### src/rtl/axi_arb_pkg.sv
// Shared AXI bundle types, ID widths and arbiter states
// for the two-master SRAM arbiter.
package axi_arb_pkg;

  localparam int IDM = 4;
  localparam int IDS = 8;

  typedef struct packed {
    logic [IDM-1:0] id;
    logic [31:0]    addr;
    logic [3:0]     len;
    logic [2:0]     size;
    logic [1:0]     burst;
    logic           valid;
  } axi_ar_t;

  typedef axi_ar_t axi_aw_t;

  typedef struct packed {
    logic [IDS-1:0] id;
    logic [31:0]    addr;
    logic [3:0]     len;
    logic [2:0]     size;
    logic [1:0]     burst;
    logic           valid;
  } axi_ars_t;

  typedef axi_ars_t axi_aws_t;

  typedef struct packed {
    logic [31:0] data;
    logic [3:0]  strb;
    logic        last;
    logic        valid;
  } axi_w_t;

  typedef struct packed {
    logic [IDM-1:0] id;
    logic [31:0]    data;
    logic [1:0]     resp;
    logic           last;
    logic           valid;
  } axi_r_t;

  typedef struct packed {
    logic [IDS-1:0] id;
    logic [31:0]    data;
    logic [1:0]     resp;
    logic           last;
    logic           valid;
  } axi_rs_t;

  typedef struct packed {
    logic [IDM-1:0] id;
    logic [1:0]     resp;
    logic           valid;
  } axi_b_t;

  typedef struct packed {
    logic [IDS-1:0] id;
    logic [1:0]     resp;
    logic           valid;
  } axi_bs_t;

  typedef enum logic [2:0] {
    IDLE,
    RD_ADDR,
    RD_DATA,
    WR_ADDR,
    WR_DATA,
    WR_RESP
  } arb_state_t;

endpackage

### src/rtl/rr_arbiter2.sv
// Two-request round-robin pick; favours the requester that
// did not win last when both ask.
module rr_arbiter2 (
  input  logic [1:0] req_i,
  input  logic       last_i,
  output logic       gnt_o,
  output logic       valid_o
);

  always_comb begin
    gnt_o = 1'b0;
    case (req_i)
      2'b11:   gnt_o = ~last_i;
      2'b10:   gnt_o = 1'b1;
      default: gnt_o = 1'b0;
    endcase
  end

  assign valid_o = |req_i;

endmodule

### src/rtl/sram_axi_arbiter.sv
// Shares one SRAM AXI slave between fetch (M0) and data (M1),
// one read burst or one full write transaction at a time.
module sram_axi_arbiter
  import axi_arb_pkg::*;
(
  input  logic              ACLK,
  input  logic              ARESET,
  input  axi_ar_t     [1:0] m_ar,
  output logic        [1:0] m_arready,
  output axi_r_t      [1:0] m_r,
  input  logic        [1:0] m_rready,
  input  axi_aw_t     [1:0] m_aw,
  output logic        [1:0] m_awready,
  input  axi_w_t      [1:0] m_w,
  output logic        [1:0] m_wready,
  output axi_b_t      [1:0] m_b,
  input  logic        [1:0] m_bready,
  output axi_ars_t          s_ar,
  input  logic              s_arready,
  input  axi_rs_t           s_r,
  output logic              s_rready,
  output axi_aws_t          s_aw,
  input  logic              s_awready,
  output axi_w_t            s_w,
  input  logic              s_wready,
  input  axi_bs_t           s_b,
  output logic              s_bready,
  output logic              busy
);

  arb_state_t state_q, state_d;
  logic       owner_q, owner_d;
  logic       is_write_q, is_write_d;
  logic       last_owner_q, last_owner_d;

  logic [1:0] req;
  logic       gnt;
  logic       gnt_vld;
  logic [IDS-IDM-1:0] id_hi;

  assign req[0] = m_ar[0].valid | m_aw[0].valid;
  assign req[1] = m_ar[1].valid | m_aw[1].valid;
  assign id_hi  = {{(IDS-IDM-1){1'b0}}, owner_q};

  rr_arbiter2 u_rr (
    .req_i   (req),
    .last_i  (last_owner_q),
    .gnt_o   (gnt),
    .valid_o (gnt_vld)
  );

  always_ff @(posedge ACLK) begin
    if (ARESET) begin
      state_q      <= IDLE;
      owner_q      <= 1'b0;
      is_write_q   <= 1'b0;
      last_owner_q <= 1'b1;
    end else begin
      state_q      <= state_d;
      owner_q      <= owner_d;
      is_write_q   <= is_write_d;
      last_owner_q <= last_owner_d;
    end
  end

  always_comb begin
    state_d      = state_q;
    owner_d      = owner_q;
    is_write_d   = is_write_q;
    last_owner_d = last_owner_q;
    unique case (state_q)
      IDLE: begin
        if (gnt_vld) begin
          owner_d    = gnt;
          // reads win over writes from the same master
          is_write_d = ~m_ar[gnt].valid;
          state_d    = m_ar[gnt].valid ? RD_ADDR : WR_ADDR;
        end
      end
      RD_ADDR: begin
        if (m_ar[owner_q].valid && s_arready) state_d = RD_DATA;
      end
      RD_DATA: begin
        if (s_r.valid && m_rready[owner_q] && s_r.last) begin
          last_owner_d = owner_q;
          state_d      = IDLE;
        end
      end
      WR_ADDR: begin
        if (m_aw[owner_q].valid && s_awready) state_d = WR_DATA;
      end
      WR_DATA: begin
        if (m_w[owner_q].valid && s_wready && m_w[owner_q].last)
          state_d = WR_RESP;
      end
      WR_RESP: begin
        if (s_b.valid && m_bready[owner_q]) begin
          last_owner_d = owner_q;
          state_d      = IDLE;
        end
      end
      default: state_d = IDLE;
    endcase
  end

  always_comb begin
    m_arready = '0;
    m_awready = '0;
    m_wready  = '0;
    m_r       = '0;
    m_b       = '0;
    s_ar      = '0;
    s_aw      = '0;
    s_w       = '0;
    s_rready  = 1'b0;
    s_bready  = 1'b0;
    unique case (state_q)
      RD_ADDR: begin
        s_ar       = {id_hi, m_ar[owner_q].id, m_ar[owner_q].addr,
                      m_ar[owner_q].len, m_ar[owner_q].size,
                      m_ar[owner_q].burst, m_ar[owner_q].valid};
        m_arready[owner_q] = s_arready;
      end
      RD_DATA: begin
        // upper ID bits are not checked: only one burst is outstanding
        m_r[owner_q] = {s_r.id[IDM-1:0], s_r.data, s_r.resp,
                        s_r.last, s_r.valid};
        s_rready     = m_rready[owner_q];
      end
      WR_ADDR: begin
        s_aw       = {id_hi, m_aw[owner_q].id, m_aw[owner_q].addr,
                      m_aw[owner_q].len, m_aw[owner_q].size,
                      m_aw[owner_q].burst, m_aw[owner_q].valid};
        m_awready[owner_q] = s_awready;
      end
      WR_DATA: begin
        s_w               = m_w[owner_q];
        m_wready[owner_q] = s_wready;
      end
      WR_RESP: begin
        m_b[owner_q] = {s_b.id[IDM-1:0], s_b.resp, s_b.valid};
        s_bready     = m_bready[owner_q];
      end
      default: ;
    endcase
  end

  assign busy = (state_q != IDLE);

endmodule

### config.mk
export PLATFORM = sky130hd
export DESIGN_NAME = sram_axi_arbiter
export DESIGN_NICKNAME = d
export VERILOG_FILES = /design/src/rtl/axi_arb_pkg.sv /design/src/rtl/rr_arbiter2.sv /design/src/rtl/sram_axi_arbiter.sv
export SDC_FILE = /design/constraint.sdc
export NUM_CORES = 1
export LEC_CHECK = 0
export BUFFER_PORTS_ARGS = -buffer_cell sky130_fd_sc_hd__buf_2
export CORE_AREA = 2 2 223 225
export CTS_CLUSTER_SIZE = 12
export DETAILED_ROUTE_END_ITERATION = 8
export DIE_AREA = 0 0 225 227
export SETUP_SLACK_MARGIN = 0.5
export SYNTH_ARGS = -nofsm -noshare
export SYNTH_HDL_FRONTEND = slang
export SYNTH_SLANG_ARGS = --single-unit
### constraint.sdc
create_clock -name ACLK -period 1.9 [get_ports ACLK]
set_input_delay 0.57 -clock ACLK [delete_from_list [all_inputs] [get_ports ACLK]]
set_output_delay 0.57 -clock ACLK [all_outputs]
set_load 0.01 [all_outputs]
# --- After elaboration in Yosys (flattened, before gate mapping) ---
# Index checks and enable logic that the tools add are counted.
word_totals:
  regBits: 5
  inputBits: 324
  output_inout_bits: 241
  elab_cells: 82
op_classes:
  order_cmp: 3
  n_eq_ne: 13
  n_mux: 40
  bitwise_logic: 8
  n_reduce_logical: 15
ops:
  columns: ["cell", "count"]
  rows:
  - ["two-way mux 46 bit", 4]
  - ["two-way mux 38 bit", 3]
  - ["two-way mux 47 bit", 2]
  - ["AND 80 bit", 1]
  - ["two-way mux 80 bit", 1]
  - ["demux 40 bit (select 1 bit)", 1]
  - ["two-way mux 40 bit", 1]
  - ["two-way mux 3 bit", 6]
  - ["case mux 3 bit (6 select lines)", 1]
  - ["AND 14 bit", 1]
  - ["two-way mux 14 bit", 1]
  - ["inequality test 2 bit, second input constant", 6]
  - ["two-way mux 1 bit", 11]
  - ["logical AND 1 bit", 8]
  - ["two-way mux 2 bit", 4]
  - ["demux 7 bit (select 1 bit)", 1]
  - ["two-way mux 7 bit", 1]
  - ["AND 2 bit", 3]
  - ["== test 3 x 2 -> 1 bit, second input constant", 2]
  - ["== test 3 bit, second input constant", 2]
  - ["AND reduction 6 bit", 1]
  - ["== test 2 bit, second input constant", 2]
  - ["< comparator 1 x 2 -> 1 bit, second input constant", 2]
  - ["case mux 1 bit (2 select lines)", 2]
  - ["other kinds (11)", 12]

# --- Longest topological paths before layout ---
logic_depth:
  word_depth: 8
  ltp_mapped: 6
  depth_no_buf: 4

# --- Modules after synthesis ---
# A second synthesis with hierarchy kept.
unflattened:
  hier_cells: 478
  hier_area_um2: 3128.0
by_module_without_submodules:
  columns: ["mod", "n_inst", "cells_per_inst", "area_per_inst_um2", "seq_area_each_um2"]
  rows:
  - ["sram_axi_arbiter", 1, 476, 3114.2, 100.1]
  - ["rr_arbiter2", 1, 2, 13.8, 0.0]

# --- Least setup slack after synthesis ---
# OpenSTA, ideal clock, no wires.
synth_path:
  path_type: "reg2out"
  from: "register state_q[0]"
  to: "output port s_ar[16] (netlist bit)"
  t_arrival_ps: 1249
  t_required_ps: 1330
  setup_slack_ps: 81
  stages_incl_launch_ff: 6
  path_buffers: 2
  path_cell_list: "dfxtp_1 nand2b_1 or2_1 buf_2 buf_2 nor2_1"
synth_rtl:
  columns: ["item", "line", "text"]
  rows:
  - ["start, declared", "sram_axi_arbiter.sv:31", "arb_state_t state_q, state_d;"]
  - ["start signal, assigned", "sram_axi_arbiter.sv:59", "state_q <= state_d;"]
  - ["end, declared", "sram_axi_arbiter.sv:18", "output axi_ars_t s_ar,"]

==> summary.log <==
[hold_path] Worst Hold Path EP last_owner_q$_SDFFE_PP1P_
[pwr] Clock power frac 5.1%
[yosys] Yosys Warn Count 0
[critical_path] register-to-register setup slack 0.06 ns
[timing] minimum setup slack in the final design -0.227 ns
[floorplanning] floorplan row count 81
[critical_path] length in cells of the worst reg-to-reg path 9
[clock_network] number of buffers inserted during clock tree synthesis 3
[clock_network] Longest Clk Path Bufs 2
[place] instance count after placement with tap cells included 1,657
[pwr] Peak supply drop 0.000385 V
[drt] per-cell routed wire length 15.5 um
[timing] Max Freq 0.470 GHz
[hold_path] Tightest Hold Check Type register to register
[cells_and_area] final net count 1,415
[clock_network] clock root buffer clkbuf_16
[yosys] Synth Cell Area 0.00309 mm2
[cells_and_area] area of all placed cells without fillers 0.0100 mm2
[pwr] design internal power 0.00382 W
[place] sum of net half-perimeters after detailed placement 19.2 mm
[drt] routed wire length 26.6 mm
[yosys] ys flop type dfxtp_1
[yosys] instance count of the mapped netlist 467
[grt] number of global-route vias before repair 4,991
[grt] first-pass GRT wire length 30.0 mm
[critical_path] origin of the critical flop-to-flop path owner_q$_SDFFE_PP0P_
[grt] global-route usage over all layers 7.90%
[place] placer congestion estimate 0.884
[place] total cell area at the placement stage 0.00776 mm2
[critical_path] worst r2r dst state_q[1]$_SDFFE_PP0P_
[clock_network] clk slew on worst S/H paths 0.03 ns
[status] violations in the final reports setup timing
[yosys] flip-flop and latch count after synthesis 5
[pwr] Static Leak 4.70 nW
[pwr] share of power burned in combinational logic 91.7%
[cells_and_area] total area of multi-input combinational cells 0.00407 mm2
[clock_network] cts hold-fix bufs 0
[timing] Fin Clk Skew 0.00279 ns
[grt] antenna violations before repair 5
[cells_and_area] share of final-layout standard cells stronger than drive strength 1 80.6%
[drt] number of design-rule violations left by the first detailed-router iteration 167
[timing] setup repair after global routing missed its margin true
[pwr] total net switching power 0.00310 W
[hold_path] hold path startpoint last_owner_q$_SDFFE_PP1P_
[yosys] number of flops mapped to enable cells by yosys 0
[grt] maximum number of pins on one net before global-route repair 41
[critical_path] type of the worst setup path register to primary output
[yosys] register area share after synthesis 3.24%
[yosys] post-synthesis async set-or-reset flop share 0%
[critical_path] Worst Path Required 1.33 ns
[drt] Post-route DRC 0
[timing] Finish-stage setup viols 235
[clock_network] CTS sink count 5
[floorplanning] Total Die Area 0.0511 mm2
[cells_and_area] count of non-filler cells in the finished layout 1,716
[status] outcome finished with violations
[drt] Via-to-Cell Ratio 3.38
[drt] number of nets with antenna violations after detailed routing 0
[cells_and_area] flip-flop and latch area 115 um2
[critical_path] launching element type of the critical path register
[floorplanning] I/O pin cnt 565
[floorplanning] effective utilization at floorplan 6.36%
[pwr] Power Density 691 mW/mm2
[timing] max-slew violations 0
[critical_path] arrival time reported for the critical path endpoint 1.56 ns
[cells_and_area] fill cell instance count of the final layout 5,339
[grt] global-route congestion overflow total 0
[yosys] Yosys cell types 34
[job] max-cap check violation count 0
[floorplanning] core region area 0.0485 mm2
[floorplanning] Vert. Die Dim 227 um
[pwr] sequential share of power 3.3%
[timing] Final Hold Vio Count 0
[timing] final cycle utilization of the critical path 112%
[timing] clock period minus final worst setup slack 2.13 ns
[drt] via total after detailed routing 5,798
[yosys] Syn Area/Cell 6.61 um2
[drt] total iterations of the first detailed-routing run 4
[critical_path] sort of element at the end of the critical path primary output
[floorplanning] die boundary width 225 um
[critical_path] highest net fanout along the worst path 8
[clock_network] CTS tree yes
[pwr] Switching Fraction 44.8%
[clock_network] H-tree depth 1
[hold_path] worst hold path depth 2
[clock_network] Clk Latency, worst-skew pair 0.23 ns
[cells_and_area] area growth from synthesis to final layout 224%
[place] number of I/O port buffers 550
registers in the layout, summed over array words and instances (netlist names):
name / cells
state_q: 3
owner_q: 1
last_owner_q: 1
critical path: stages (launching register included):
cell	delay, ns
dfxtp_4	0.38
nor2_4	0.10
nand2_4	0.09
nor2_4	0.18
buf_12	0.17
clkbuf_16	0.16
and2_4	0.14
buf_6	0.09
cell usage after synthesis, types with 3 or more instances:
library cell / count / area [um2]
and2_1: 96 / 601
and3_1: 3 / 18.8
buf_1: 6 / 22.5
buf_2: 21 / 105
buf_4: 6 / 45.0
clkbuf_1: 11 / 41.3
dfxtp_1: 5 / 100
mux2i_1: 132 / 1320
nand2_1: 3 / 11.3
nor2_1: 141 / 529
nor3_1: 5 / 25.0
nor3b_1: 4 / 30.0
o21ai_0: 3 / 15.0
repair_timing:
| action | CTS | global route |
|---|---|---|
| setup buffers | 9 | 17 |
| gates resized for setup | 74 | 225 |
| gates cloned | 7 | 18 |
| pin swaps | 6 | 70 |
| setup endpoints to repair | 239 | 240 |
through the flow:
stage               utilization (%)  setup slack (ns)  setup TNS (ns)  hold WS, ns  total power (W)
floorplan                         -             0.163               0        0.514          0.00288
global placement               16.0           -0.0600           -2.47        0.541          0.00457
detailed placement             16.0           -0.0454           -1.49        0.554          0.00456
CTS                            17.4            -0.224          -35.32        0.569          0.00570
global route                   20.6            -0.286          -49.47        0.643          0.00732
finish                         20.6            -0.227          -35.76        0.571          0.00692
power groups by stage:
stage	combinational, W	clock (W)	sequential [W]
floorplan	0.00268	0	0.000201
global placement	0.00434	0	0.000227
detailed placement	0.00434	0	0.000225
CTS	0.00512	0.000358	0.000226
global route	0.00671	0.000372	0.000234
finish	0.00634	0.000351	0.000225
placed cells by master (no fill, tap or decap), types with 2 or more instances in the layout:
cell type  count
buf_4         34
buf_16         7
mux2i_4       36
nor3_4         4
clkbuf_16     15
nor2_2        20
or2_4          4
mux2i_1       74
buf_2        455
nor2_4        53
o21ai_0        2
buf_6        117
and3_4         2
conb_1         6
nor2_1        68
a31oi_1        2
nor3b_1        2
mux2i_2       22
buf_8          8
buf_12        24
nand2b_4       2
diode_2        4
and2_4        56
nor3b_2        3
nand3b_1       2
and2_1        40
dfxtp_4        4
nor4_1         2
a21oi_1        2
layout make-up:
cell class                      count  share of cell area [%]
Clock buffer                        4                   0.788
Inverter                            3                   0.150
Antenna cell                        4                   0.100
Timing Repair Buffer              657                    49.4
Multi-Input combinational cell    421                    40.6
Tap cell                          622                    7.78
Sequential cell                     5                    1.15
cell families (layout without fill, tap and decap cells):
kind of cell,count (synthesis),count (layout),share of synthesized area (%)
buffers and inverters,49,664,8.02
multiplexers,133,133,43.3
AND/OR/NAND/NOR,267,270,42.7
flip-flops,5,5,3.24
other,1,10,0.121
AO/OA/AOI/OAI,12,12,2.63
worst max path at each step:
stage | startpoint | endpoint | slack (ns)
final | state_q[0]$_SDFFE_PP0P_ | m_r[59] | -0.23
after CTS | owner_q$_SDFFE_PP0P_ | m_r[62] | -0.22
after global placement | state_q[2]$_SDFFE_PP0P_ | m_wready[1] | -0.06
after detailed placement | state_q[2]$_SDFFE_PP0P_ | m_wready[1] | -0.05
after global routing | owner_q$_SDFFE_PP0P_ | s_w[1] | -0.29
after floorplan | owner_q$_SDFFE_PP0P_ | s_ar[36] | 0.16
metal layers:
metal,vias to the layer above,global-route usage [%],share of wire [%]
met1,2655,8.92,39
met3,27,1.23,6.0
li1,2803,-,-
met2,311,15.1,52
met5,-,0,0.064
met4,2,2.61,2.8
(Power assumes the default switching activity.)
